==> src/rtl/pipe_stage_skid_pkg.sv <==
// Shared definitions for the skid-buffered pipeline stage: state encoding, counter width
// default and the mapping from legacy hold/flush stage controls.
package pipe_stage_skid_pkg;

  typedef enum logic [1:0] {
    ST_EMPTY = 2'd0,
    ST_ONE   = 2'd1,
    ST_TWO   = 2'd2
  } skid_state_e;

  localparam int unsigned STALL_CW_DEFAULT = 16;

  // Legacy stage control as driven by the old hold/flush stage registers.
  typedef enum logic [1:0] {
    HF_RUN   = 2'd0,
    HF_WAIT  = 2'd1,
    HF_FLUSH = 2'd2
  } hold_ctrl_e;

  // hold_flush becomes flush_i at a stage wrapper.
  function automatic logic hold_to_flush(hold_ctrl_e ctrl);
    return ctrl == HF_FLUSH;
  endfunction

  // hold_wait becomes out_ready=0 at a stage wrapper.
  function automatic logic hold_to_out_ready(hold_ctrl_e ctrl);
    return ctrl != HF_WAIT;
  endfunction

endpackage

==> src/rtl/pipe_stall_counter.sv <==
// Saturating event counter with synchronous clear; clear wins over increment.
module pipe_stall_counter #(
  parameter int unsigned CW = 16
) (
  input  logic          clk,
  input  logic          rst,
  input  logic          inc_i,
  input  logic          clr_i,
  output logic [CW-1:0] cnt_o
);

  logic [CW-1:0] cnt_q, cnt_d;

  always_comb begin
    cnt_d = cnt_q;
    if (clr_i) begin
      cnt_d = '0;
    end else if (inc_i && (cnt_q != {CW{1'b1}})) begin
      cnt_d = cnt_q + CW'(1);
    end
  end

  always_ff @(posedge clk or posedge rst) begin
    if (rst) begin
      cnt_q <= '0;
    end else begin
      cnt_q <= cnt_d;
    end
  end

  assign cnt_o = cnt_q;

endmodule

==> src/rtl/pipe_stage_skid.sv <==
// Pipeline stage register with a 2-entry skid buffer (main M, skid S), registered
// in_ready, flush to DEFAULT and a saturating back-pressure counter.
module pipe_stage_skid
  import pipe_stage_skid_pkg::*;
#(
  parameter int unsigned    DW         = 32,
  parameter logic [DW-1:0]  DEFAULT    = {DW{1'b0}},
  parameter int unsigned    CW         = STALL_CW_DEFAULT,
  parameter bit             PASS_EMPTY = 1'b0
) (
  input  logic          clk,
  input  logic          rst,
  input  logic          flush_i,
  input  logic          in_valid,
  input  logic [DW-1:0] in_data,
  output logic          in_ready,
  output logic          out_valid,
  output logic [DW-1:0] out_data,
  input  logic          out_ready,
  output logic [1:0]    occupancy_o,
  output logic [CW-1:0] stall_cnt_o,
  input  logic          stall_clr_i
);

  skid_state_e   state_q, state_d;
  logic [DW-1:0] m_q, m_d;
  logic [DW-1:0] s_q, s_d;
  logic          in_ready_q, in_ready_d;
  logic          in_xfer, out_xfer;

  assign out_valid = (state_q == ST_ONE) || (state_q == ST_TWO);
  assign in_xfer   = in_valid && in_ready_q;
  assign out_xfer  = out_valid && out_ready;

  always_comb begin
    state_d = state_q;
    m_d     = m_q;
    s_d     = s_q;
    if (flush_i) begin
      state_d = ST_EMPTY;
      m_d     = DEFAULT;
      s_d     = DEFAULT;
    end else begin
      case (state_q)
        ST_EMPTY: begin
          if (in_xfer) begin
            m_d     = in_data;
            state_d = ST_ONE;
          end
        end
        ST_ONE: begin
          if (in_xfer && out_xfer) begin
            m_d = in_data;
          end else if (out_xfer) begin
            state_d = ST_EMPTY;
          end else if (in_xfer) begin
            s_d     = in_data;
            state_d = ST_TWO;
          end
        end
        ST_TWO: begin
          if (out_xfer) begin
            m_d     = s_q;
            state_d = ST_ONE;
          end
        end
        // occ=3 is unreachable in normal operation; fall back to empty.
        default: state_d = ST_EMPTY;
      endcase
    end
    in_ready_d = (state_d != ST_TWO);
  end

  always_ff @(posedge clk or posedge rst) begin
    if (rst) begin
      state_q    <= ST_EMPTY;
      m_q        <= DEFAULT;
      s_q        <= DEFAULT;
      in_ready_q <= 1'b1;
    end else begin
      state_q    <= state_d;
      m_q        <= m_d;
      s_q        <= s_d;
      in_ready_q <= in_ready_d;
    end
  end

  assign in_ready    = in_ready_q;
  assign occupancy_o = state_q;
  assign out_data    = (PASS_EMPTY && !out_valid) ? DEFAULT : m_q;

  pipe_stall_counter #(
    .CW (CW)
  ) u_stall_counter (
    .clk   (clk),
    .rst   (rst),
    .inc_i (out_valid && !out_ready),
    .clr_i (stall_clr_i),
    .cnt_o (stall_cnt_o)
  );

endmodule

==> config.mk <==
export PLATFORM = sky130hd
export DESIGN_NAME = pipe_stage_skid
export DESIGN_NICKNAME = d
export VERILOG_FILES = /design/src/rtl/pipe_stage_skid_pkg.sv /design/src/rtl/pipe_stall_counter.sv /design/src/rtl/pipe_stage_skid.sv
export SDC_FILE = /design/constraint.sdc
export NUM_CORES = 1
export LEC_CHECK = 0
export ABC_CLOCK_PERIOD_IN_PS = 7550
export CAP_MARGIN = 0
export CORE_UTILIZATION = 56
export CTS_BUF_LIST = sky130_fd_sc_hd__clkbuf_8
export CTS_CLUSTER_SIZE = 10
export DETAILED_ROUTE_END_ITERATION = 10
export PLACE_DENSITY = 0.87
export SLEW_MARGIN = 20
export SYNTH_ARGS = -nofsm -noshare
export SYNTH_HDL_FRONTEND = slang
export SYNTH_SLANG_ARGS = --single-unit
==> constraint.sdc <==
create_clock -name clk -period 7.55 [get_ports clk]
set_clock_uncertainty 0.2 [all_clocks]
set_input_delay 1.8875 -clock clk [delete_from_list [all_inputs] [get_ports clk]]
set_output_delay 1.8875 -clock clk [all_outputs]
set_load 0.05 [all_outputs]
==> metrics.yaml <==
run_status: "completed"
initial_core_util_pct: 58.7
max_stage_delay_ns: 0.84
overflow: 0
hold_class: "register to register"
cp_top_family: "buffers and inverters"
grtUsageMet3_pct: 5.12
fmax_mhz: 237
tightestPinTransition_ns: 0.819
ctsHoldBuffers: 0
drv_slew: 0
std_cell_rows: 30
die_area_mm2: 0.00755
crit_fanout: 6
clock_sinks: 83
antenna_found_initial: 0
critical_path_arrival_ns: 2.14
die_w_um: 86.9
cts_tree: "yes"
slew_headroom_pct: 44.9
cts_buffers: 9
pre_cts_slack_ns: 3.15
grt_use_met2_pct: 44.9
antennaDiodeCount: 0
core_area_mm2: 0.00687
syn-num-nets: 459
hpwl_um: 6250
clock_latency_ns: 0.35
syn_area_per_cell_um2: 9.70
yosysSeqAreaShare_pct: 51.5
synth_edf_count: 0
multi_input_area_mm2: 0.00182
stdcell_area_mm2: 0.00523
hold_viol: 0
synth_cell_type_count: 42
cts_buffer_depth: 2
dpl_cell_area_mm2: 0.00497
drive_above_1_share_pct: 6.69
ys_warn_count: 0
via_count: 3507
tns_ns: 0
synth_ff_type: "dfrtp_1"
grt_pass1_vias: 3404
use_met1_pct: 36.7
area_growth_pct: 29.5
drt_iter0_markers: 233
track_usage_pct: 27.6
fin_util_pct: 76.1
place.gp.congestion: 0.801
io_buffers: 89
cts-htree-levels: 3
cts_resized: 0
drc: 0
power_density_mw_per_mm2: 245
synthArstFlopShare_pct: 100
ys_seq_elements: 83
grt_pass1_wl_um: 16000
cpMaxStageDelayCell: "clkdlybuf4s50_1"
fin_crit_ns: 4.23
avgViaCountPerCell: 5.95
critPathKind: "register to output pin"
path_cells: "inv_1 -> ha_1 -> clkdlybuf4s50_1"
rsz0062_at_grt: "no"
die_h_um: 86.9
clk_pin_slew_ns: 0.09
cp_num_buf_inv: 2
pin_count: 90
regToRegSetupSlack_ns: 4.47
register_area_mm2: 0.00208
fill_cells: 478
vdd_drop_max_mv: 0.134
root_buffer: "clkbuf_8"
crit_required_ns: 5.46
cp-end-kind: "output pin"
drt-pass1-iter-count: 5
wl_per_cell_um: 16.6
setup_viol: 0
grt.busiest_layer: "met2"
grt_max_degree: 84
cp-start-kind: "register"
worst_slack_ns: 3.32
wirelength_um: 9800
final_nets: 531
finalCritPeriodShare_pct: 56.0
syn_area_mm2: 0.00404
p_leak_nw: 2.01
postSynthCellCount: 416
drv_cap: 0
cts_setup_buffers: 0
ant_nets: 0
[flip-flops by register name (all words and copies together), names as in the netlist]
signal	count
in_ready	1
occupancy_o	2
out_data	32
s_q	32
u_stall_counter.cnt_o	16
[logic make-up after synthesis]
kind of cell             after synthesis  synth area share (%)
AND/OR/NAND/NOR                      153                  17.9
AO/OA/AOI/OAI                         98                  15.9
flip-flops                            83                  51.5
multiplexers                          35                  8.74
adder cells (fa/ha/maj)                6                  1.80
buffers and inverters                 41                  4.16
[synthesized netlist by cell type (2+ instances only)]
cell,count,area (µm²)
a211oi_1,35,263
a21oi_1,40,200
a22o_1,2,17.5
buf_2,5,25.0
clkbuf_1,27,101
dfrtp_1,82,2050
ha_1,5,62.6
inv_1,8,30.0
mux2_2,2,22.5
mux2i_1,33,330
nand2_1,73,274
nand3_1,7,35.0
nand4_1,6,37.5
nor2_1,6,22.5
nor2b_1,2,12.5
nor3_1,35,175
nor4_1,6,37.5
o21a_1,2,15.0
o21ai_0,5,25.0
o31a_1,2,17.5
o31ai_1,3,22.5
o41ai_1,2,17.5
or2_2,2,12.5
or3_1,4,25.0
or4_1,5,37.5
[metal layers]
layer	part of all wire [%]	up-vias	wire, µm
met2	49	114	4850
met5	0	-	0
met4	1.1	0	104
li1	-	1656	-
met3	5.2	11	514
met1	44	1726	4340
[area by class of cell]
type | count | area share (%)
flip-flops and latches | 83 | 39.8
multi-input cells | 292 | 34.9
repair buffers | 94 | 17.8
clock buffers | 9 | 2.37
well taps | 96 | 2.30
clock inverters | 7 | 2.25
inverters | 8 | 0.599
[worst min-delay path: cells and delay by family (launching register included)]
family	cells	cell delay [ns]
DFF	1	0.38
and+or+nand+nor	1	0.05
AOI/OAI and AO/OA	1	0.05
[worst paths after layout]
| path | from | depth (start not counted) | to |
|---|---|---|---|
| max reg2reg | occupancy_o[0]$_DFF_PP0_ | 7 | out_data[29]$_DFFE_PP0P_ |
| min in group asynchronous | rst | 3 | s_q[29]$_DFFE_PP0P_ |
| max in group asynchronous | rst | 3 | s_q[6]$_DFFE_PP0P_ |
| max | occupancy_o[1]$_DFF_PP0_ | 3 | out_valid |
| min reg2reg | s_q[18]$_DFFE_PP0P_ | 2 | s_q[18]$_DFFE_PP0P_ |
| min | s_q[18]$_DFFE_PP0P_ | 2 | s_q[18]$_DFFE_PP0P_ |
[placed cells by master (no fill, tap or decap), drive strengths merged, types with 2 or more instances in the layout]
| cell | count |
|---|---|
| clkdlybuf4s50 | 88 |
| dfrtp | 82 |
| nand2 | 73 |
| a21oi | 40 |
| nor3 | 35 |
| a211oi | 35 |
| mux2i | 33 |
| clkbuf | 9 |
| inv | 8 |
| nand3 | 7 |
| nand4 | 6 |
| nor4 | 6 |
| nor2 | 6 |
| buf | 6 |
| o21ai | 5 |
| or4 | 5 |
| ha | 5 |
| or3 | 4 |
| o31ai | 3 |
| bufinv | 3 |
| or2 | 3 |
| nor2b | 2 |
| mux2 | 2 |
| o31a | 2 |
| o21a | 2 |
| o41ai | 2 |
| a22o | 2 |
| clkinvlp | 2 |
| clkinv | 2 |
[report_power, final]
group	internal (mW)	leakage, nW	switching, mW
sequential	0.486	1.13	0.0299
combinational	0.133	0.762	0.248
clock	0.219	0.117	0.162
total	0.838	2.01	0.440
[per-stage QoR]
| step | std cells | hold WS [ns] | total power, mW |
|---|---|---|---|
| after CTS | 589 | 0.326 | 1.28 |
| after detailed placement | 573 | 0.315 | 0.902 |
| final | 589 | 0.324 | 1.28 |
| after global routing | 589 | 0.348 | 1.33 |
| after floorplan | 416 | 0.301 | 0.773 |
| after global placement | 573 | 0.309 | 0.893 |
Power figures use the tool's default switching activity.
